--- config.mk ---
export PLATFORM = sky130hd
export DESIGN_NAME = apb_slave_regfile_flat
export DESIGN_NICKNAME = d
export VERILOG_FILES = /design/src/rtl/apb_slave_regfile_pkg.sv /design/src/rtl/apb_slave_regfile_if.sv /design/src/rtl/apb_slave_regfile_wait_cnt.sv /design/src/rtl/apb_slave_regfile.sv /design/src/flat_wrapper.sv
export SDC_FILE = /design/constraint.sdc
export NUM_CORES = 1
export LEC_CHECK = 0
export ABC_AREA = 0
export CORE_MARGIN = 5
export CORE_UTILIZATION = 44
export CTS_CLUSTER_SIZE = 40
export DETAILED_ROUTE_END_ITERATION = 7
export GPL_TIMING_DRIVEN = 0
export MAX_ROUTING_LAYER = met4
export PLACE_DENSITY_LB_ADDON = 0.15
export SLEW_MARGIN = 10
export SYNTH_ARGS = -nofsm -noshare
export SYNTH_HDL_FRONTEND = slang
export SYNTH_HIERARCHICAL = 1
export SYNTH_SLANG_ARGS = --single-unit
--- constraint.sdc ---
create_clock -name PCLK -period 2.8 [get_ports PCLK]
set_input_delay 0.28 -clock PCLK [delete_from_list [all_inputs] [get_ports PCLK]]
set_output_delay 0.28 -clock PCLK [all_outputs]
set_load 0.005 [all_outputs]
--- src/rtl/apb_slave_regfile_pkg.sv ---
// Shared types and constants for the APB register-file slave.
// Window decode is 12 bits, of which bits [11:2] form the register index.
package apb_slave_pkg;

  typedef enum logic {IDLE, ACCESS} apb_slv_state_e;

  localparam int APB_DW     = 32;
  localparam int APB_WIN_AW = 12;
  localparam int IDX_W      = APB_WIN_AW - 2;

  localparam logic [APB_DW-1:0] STATUS_WRAP = 32'hFFFF_FFFF;

  typedef struct packed {
    logic              write;
    logic [IDX_W-1:0]  idx;
    logic [APB_DW-1:0] wdata;
  } apb_req_t;

  // RW registers occupy 0..nregs-1 and STATUS sits at nregs.
  function automatic logic idx_valid(input logic [IDX_W-1:0] idx, input int nregs);
    return 32'(idx) <= 32'(nregs);
  endfunction

endpackage

--- src/rtl/apb_slave_regfile_if.sv ---
// APB bus bundle between the master decoder and the register-file slave.
interface apb_slave_regfile_if;
  import apb_slave_pkg::*;

  logic              PSEL;
  logic              PENABLE;
  logic              PWRITE;
  logic [31:0]       PADDR;
  logic [APB_DW-1:0] PWDATA;
  logic [APB_DW-1:0] PRDATA;
  logic              PREADY;
  logic              PSLVERR;

  modport master (
    output PSEL, PENABLE, PWRITE, PADDR, PWDATA,
    input  PRDATA, PREADY, PSLVERR
  );

  modport slave (
    input  PSEL, PENABLE, PWRITE, PADDR, PWDATA,
    output PRDATA, PREADY, PSLVERR
  );

endinterface

--- src/rtl/apb_slave_regfile_wait_cnt.sv ---
// Wait-state down-counter: loaded on SETUP, counts down during ACCESS.
// done is decoded from the registered count only.
module apb_wait_cnt #(
  parameter int unsigned LOAD_VAL = 0
) (
  input  logic PCLK,
  input  logic PRESETn,
  input  logic load,
  input  logic en,
  output logic done
);

  logic [3:0] cnt;

  always_ff @(posedge PCLK or negedge PRESETn) begin
    if (!PRESETn)                cnt <= '0;
    else if (load)               cnt <= 4'(LOAD_VAL);
    else if (en && cnt != 4'd0)  cnt <= cnt - 4'd1;
  end

  assign done = (cnt == 4'd0);

endmodule

--- src/rtl/apb_slave_regfile.sv ---
// APB completer with NUM_REGS RW registers plus a read-only write-count STATUS.
// PREADY/PSLVERR/PRDATA are gated by registered state and PSEL/PENABLE only.
module apb_slave_regfile
  import apb_slave_pkg::*;
#(
  parameter int NUM_REGS    = 4,
  parameter int WAIT_STATES = 0
) (
  input  logic                        PCLK,
  input  logic                        PRESETn,
  apb_slave_regfile_if.slave          apb,
  output logic [NUM_REGS*APB_DW-1:0]  regs_o,
  output logic [NUM_REGS-1:0]         wr_pls_o
);

  apb_slv_state_e state;

  apb_req_t                         req;
  logic                             setup, access_ph, cnt_done;
  logic                             ready, is_status, err, wr_commit;
  logic [NUM_REGS-1:0]              wr_hit;
  logic [NUM_REGS-1:0][APB_DW-1:0]  regs;
  logic [APB_DW-1:0]                status, rd_mux;
  logic                             unused_addr;

  assign req.write = apb.PWRITE;
  assign req.idx   = apb.PADDR[APB_WIN_AW-1:2];
  assign req.wdata = apb.PWDATA;
  assign unused_addr = ^{apb.PADDR[31:APB_WIN_AW], apb.PADDR[1:0]};

  assign setup     = apb.PSEL & ~apb.PENABLE;
  assign access_ph = (state == ACCESS) & apb.PSEL & apb.PENABLE;

  apb_wait_cnt #(.LOAD_VAL(WAIT_STATES)) u_wait_cnt (
    .PCLK    (PCLK),
    .PRESETn (PRESETn),
    .load    (setup),
    .en      (access_ph),
    .done    (cnt_done)
  );

  // A SETUP seen while still in ACCESS restarts the transfer.
  always_ff @(posedge PCLK or negedge PRESETn) begin
    if (!PRESETn) state <= IDLE;
    else begin
      case (state)
        IDLE:    if (setup) state <= ACCESS;
        ACCESS:  if (!apb.PSEL || (apb.PENABLE && cnt_done)) state <= IDLE;
        default: state <= IDLE;
      endcase
    end
  end

  assign ready     = access_ph & cnt_done;
  assign is_status = (32'(req.idx) == 32'(NUM_REGS));
  assign err       = ~idx_valid(req.idx, NUM_REGS) | (req.write & is_status);
  assign wr_commit = ready & req.write & ~err;

  for (genvar k = 0; k < NUM_REGS; k++) begin : g_reg
    assign wr_hit[k] = wr_commit & (req.idx == IDX_W'(k));
  end

  always_ff @(posedge PCLK or negedge PRESETn) begin
    if (!PRESETn) begin
      regs     <= '0;
      wr_pls_o <= '0;
    end else begin
      for (int k = 0; k < NUM_REGS; k++)
        if (wr_hit[k]) regs[k] <= req.wdata;
      wr_pls_o <= wr_hit;
    end
  end

  always_ff @(posedge PCLK or negedge PRESETn) begin
    if (!PRESETn)       status <= '0;
    else if (wr_commit) status <= (status == STATUS_WRAP) ? '0 : status + 32'd1;
  end

  always_comb begin
    rd_mux = '0;
    if (is_status) rd_mux = status;
    for (int k = 0; k < NUM_REGS; k++)
      if (req.idx == IDX_W'(k)) rd_mux = regs[k];
  end

  assign apb.PREADY  = ready;
  assign apb.PSLVERR = ready & err;
  assign apb.PRDATA  = (ready & ~req.write & ~err) ? rd_mux : '0;
  assign regs_o      = regs;

endmodule
--- src/flat_wrapper.sv ---
// flat-port wrapper written by rule: the top's interface ports become plain ports
module apb_slave_regfile_flat import apb_slave_pkg::*;
#(
  parameter int NUM_REGS    = 4,
  parameter int WAIT_STATES = 0
)
  (PCLK, PRESETn, regs_o, wr_pls_o, apb_PSEL, apb_PENABLE, apb_PWRITE, apb_PADDR, apb_PWDATA, apb_PRDATA, apb_PREADY, apb_PSLVERR);
  apb_slave_regfile_if apb_i ();
  input  logic PCLK;
  input  logic PRESETn;
  output logic [NUM_REGS*APB_DW-1:0] regs_o;
  output logic [NUM_REGS-1:0] wr_pls_o;
  input wire logic [$bits(apb_i.PSEL)-1:0] apb_PSEL;
  input wire logic [$bits(apb_i.PENABLE)-1:0] apb_PENABLE;
  input wire logic [$bits(apb_i.PWRITE)-1:0] apb_PWRITE;
  input wire logic [$bits(apb_i.PADDR)-1:0] apb_PADDR;
  input wire logic [$bits(apb_i.PWDATA)-1:0] apb_PWDATA;
  output wire logic [$bits(apb_i.PRDATA)-1:0] apb_PRDATA;
  output wire logic [$bits(apb_i.PREADY)-1:0] apb_PREADY;
  output wire logic [$bits(apb_i.PSLVERR)-1:0] apb_PSLVERR;
  assign apb_i.PSEL = apb_PSEL;
  assign apb_i.PENABLE = apb_PENABLE;
  assign apb_i.PWRITE = apb_PWRITE;
  assign apb_i.PADDR = apb_PADDR;
  assign apb_i.PWDATA = apb_PWDATA;
  assign apb_PRDATA = apb_i.PRDATA;
  assign apb_PREADY = apb_i.PREADY;
  assign apb_PSLVERR = apb_i.PSLVERR;
  apb_slave_regfile #(.NUM_REGS(NUM_REGS), .WAIT_STATES(WAIT_STATES)) u_core (.PCLK(PCLK), .PRESETn(PRESETn), .apb(apb_i), .regs_o(regs_o), .wr_pls_o(wr_pls_o));
endmodule
==> results.sh, run 1 <==
export IMPL_grt_antenna_before_repair=0
export IMPL_synth_most_common_cell="dfrtp_1"
export IMPL_critical_path_slowest_cell="dfrtp_1"
export IMPL_finalSetupTns_ns=-2.52
export IMPL_cts_buffers=17
export IMPL_final_util_pct=68.4
export IMPL_vias=7242
export IMPL_synthSimpleGateAreaFrac_pct=11.5
export IMPL_synthTopCellsByArea="dfrtp_1, mux2_2, a211o_1"
export IMPL_die_w_um=147
export IMPL_nets=1064
export IMPL_cp_arrival_ns=2.62
export IMPL_gp_congestion=0.841
export IMPL_core_area_um2=18600
export IMPL_synth_edf_count=0
export IMPL_rsz0062_at_grt="yes"
export IMPL_ios=235
export IMPL_cts_sinks=169
export IMPL_cts_buffer_depth=2
export IMPL_htree_levels=4
export IMPL_critPathMaxStageDelay_ns=0.39
export IMPL_place_inst=1165
export IMPL_synth_cells=719
export IMPL_setup_ws_ns=-0.0996
export IMPL_synth_area_per_cell_um2=11.5
export IMPL_pwr_density_cell_nw_per_um2=402
export IMPL_path_class="reg2out"
export IMPL_drt_iter0_drc=413
export IMPL_grt_max_degree=94
export IMPL_hpwl_um=18000
export IMPL_start_kind="register"
export IMPL_synthFlopType="dfrtp_1"
export IMPL_hold_violations=0
export IMPL_fin_crit_ns=2.90
export IMPL_yosys_top_cells_count="dfrtp_1, mux2_2, nor2_1"
export IMPL_grt_ovfl_total=0
export IMPL_synth_compound_gate_area_share_pct=13.2
export IMPL_seq_area_frac_synth_pct=50.9
export IMPL_clk_pin_slew_worst_paths_ns=0.07
export IMPL_syn_area_um2=8300
export IMPL_synth_mux_area_share_pct=17.6
export IMPL_num_rows=50
export IMPL_insertion_delay_ns=0.42
export IMPL_pre_cts_slack_ns=-1.33
export IMPL_status="finished, violations left"
export IMPL_setup_viol=68
export IMPL_synth_xor_area_share_pct=2.95
export IMPL_synth_net_count=791
export IMPL_fin_cells=1239
export IMPL_cts_tree="built"
export IMPL_leakage_nw=5.69
export IMPL_synth_area_leader_cell="dfrtp_1"
export IMPL_async_flop_share_pct=100
export IMPL_ys_ff_latch=169
export IMPL_yosys_warnings=6
export IMPL_cp_cell_sequence="inv_2, ha_1, nor3b_4, nand4_1, buf_4, inv_2, nand4_1, buf_6, clkbuf_16, a2111oi_4, buf_2"
export IMPL_vdd_ir_drop_max_uv=415
export IMPL_hold_path_class="in2async"
export IMPL_violations="setup timing"
export IMPL_synthAdderAreaFrac_pct=0.452
export IMPL_io_buffers=211
export IMPL_start_util_pct=44.5
export IMPL_grt_pass1_wl_um=43000
export IMPL_cpLargestDelayFamily="buffers and inverters"
export IMPL_skew_ns=0.00764
export IMPL_post_route_drc_count=0
export IMPL_syn2layout_area_growth_pct=53.6
export IMPL_r2r_setup_slack_ns=-0.07
export IMPL_die_y_um=147
export IMPL_post_drt_wl_per_cell_um=22.5
export IMPL_crit_buf_inv=6
export IMPL_routed_via_density=5.85
export IMPL_wirelength_um=27900
export IMPL_end_kind="output port"
export IMPL_cp_max_fo=7
export IMPL_fin_crit_sh_pct=104
export IMPL_fill_cells=1351
export IMPL_synth_top_family_by_area="multiplexers"
export IMPL_antennaDiodeCount=0
export IMPL_synth_top_area_share_pct=50.9
export IMPL_max_freq_mhz=345
export IMPL_grt_usage_pct=25.9
export IMPL_layout_drive_gt1_share_pct=34.0
export IMPL_cts_root_buffer="clkbuf_16"
export IMPL_ant_nets=0
export IMPL_slew_headroom_pct=54.6
export IMPL_ys_types=41
export IMPL_drt_pre_antenna_iters=5
export IMPL_slew_violations=0
export IMPL_grt_pass1_vias=7465
export IMPL_drv_cap=0
export IMPL_die_area_um2=21700
export IMPL_tightest_slew_ns=0.675
export IMPL_crit_required_ns=2.52
[per-stage QoR]
stage	cell area (um2)	power [mW]	hold slack, ns
after detailed placement	10700	2.78	0.296
after global placement	10700	2.77	0.507
after global routing	12800	5.30	0.475
final	12800	5.12	0.413
after CTS	12400	5.16	0.438
after floorplan	8300	2.60	-0.0156
[worst paths after layout]
path | startpoint | to | cells past startpoint
setup / recovery | u_core/u_wait_cnt/cnt[1] | apb_PRDATA[8] | 11
min in group PCLK | apb_PSEL | u_core/state | 2
hold / removal | PRESETn | u_core/wr_pls_o[3] | 2
hold reg to reg | u_core/regs_o[27] | u_core/regs_o[27] | 1
setup reg to reg | u_core/u_wait_cnt/cnt[1] | u_core/status[23] | 10
max in group asynchronous | PRESETn | u_core/status[31] | 3
[power breakdown]
part           switching (mW)  internal, mW  leakage [nW]  total, mW
combinational           0.203         0.139          3.05      0.342
clock                    1.02          1.31         0.282       2.33
sequential            0.00662          2.45          2.36       2.45
total                    1.23          3.90          5.69       5.12
[cell type report]
| cell class | instances | area, um2 | area share, % |
|---|---|---|---|
| multi-input cells | 483 | 4620 | 36.2 |
| flip-flops and latches | 169 | 4230 | 33.2 |
| repair buffers | 257 | 2480 | 19.4 |
| plain buffers | 55 | 522 | 4.09 |
| clock buffers | 21 | 470 | 3.69 |
| well taps | 234 | 293 | 2.30 |
| clock inverters | 11 | 110 | 0.863 |
| inverters | 9 | 33.8 | 0.265 |
[sequential cells by signal, indices dropped and copies added, names as in the netlist]
register               count
u_core/u_wait_cnt/cnt      4
u_core/state               1
u_core/wr_pls_o            4
u_core/status             32
u_core/regs_o            128
[layout by cell type (no fill, tap or decap), types with 6 or more instances in the layout]
master	n
a2111oi_4	32
a211o_1	33
a22oi_1	25
a22oi_2	7
buf_12	7
buf_2	34
buf_4	25
buf_6	16
clkbuf_1	19
clkbuf_16	27
clkbuf_2	10
clkbuf_8	10
clkdlybuf4s50_1	174
dfrtp_1	169
inv_1	6
mux2_2	116
mux2_4	14
nand2_1	17
nand3_1	13
nand4_1	7
nor2_1	58
nor2b_1	34
nor4_1	8
o22ai_1	32
xnor2_1	20
xor2_1	8
[routing by layer]
metal / global-route usage, % / up-vias / routed length, um
li1: - / 3243 / -
met5: - / - / 0
met1: 34.8 / 3702 / 12400
met2: 40.6 / 257 / 13300
met3: 5.12 / 40 / 1670
met4: 6.80 / 0 / 565
[cells by family (layout without fill, tap and decap cells)]
group / count (synthesis) / count (layout)
flip-flops: 169 / 169
buffers and inverters: 67 / 353
AND/OR/NAND/NOR: 180 / 180
multiplexers: 130 / 130
AO/OA/AOI/OAI: 142 / 142
XOR/XNOR: 28 / 28
adder cells (fa/ha/maj): 3 / 3
[timing repair]
action	4_1_cts	5_1_grt
pin swaps	41	33
setup endpoints to repair	182	175
endpoints found under the hold margin	76	0
buffers inserted	23	14
hold buffers	1	0
cloned	5	2
resized for setup	345	40
Power figures use the tool's default switching activity.
==> inputs of run 2 (changes only) <==
ABC_CLOCK_PERIOD_IN_PS = 2800   (was default)
==> results of run 2 <==
Same layout as run 1: the final DEF is identical, and so are final timing and power.
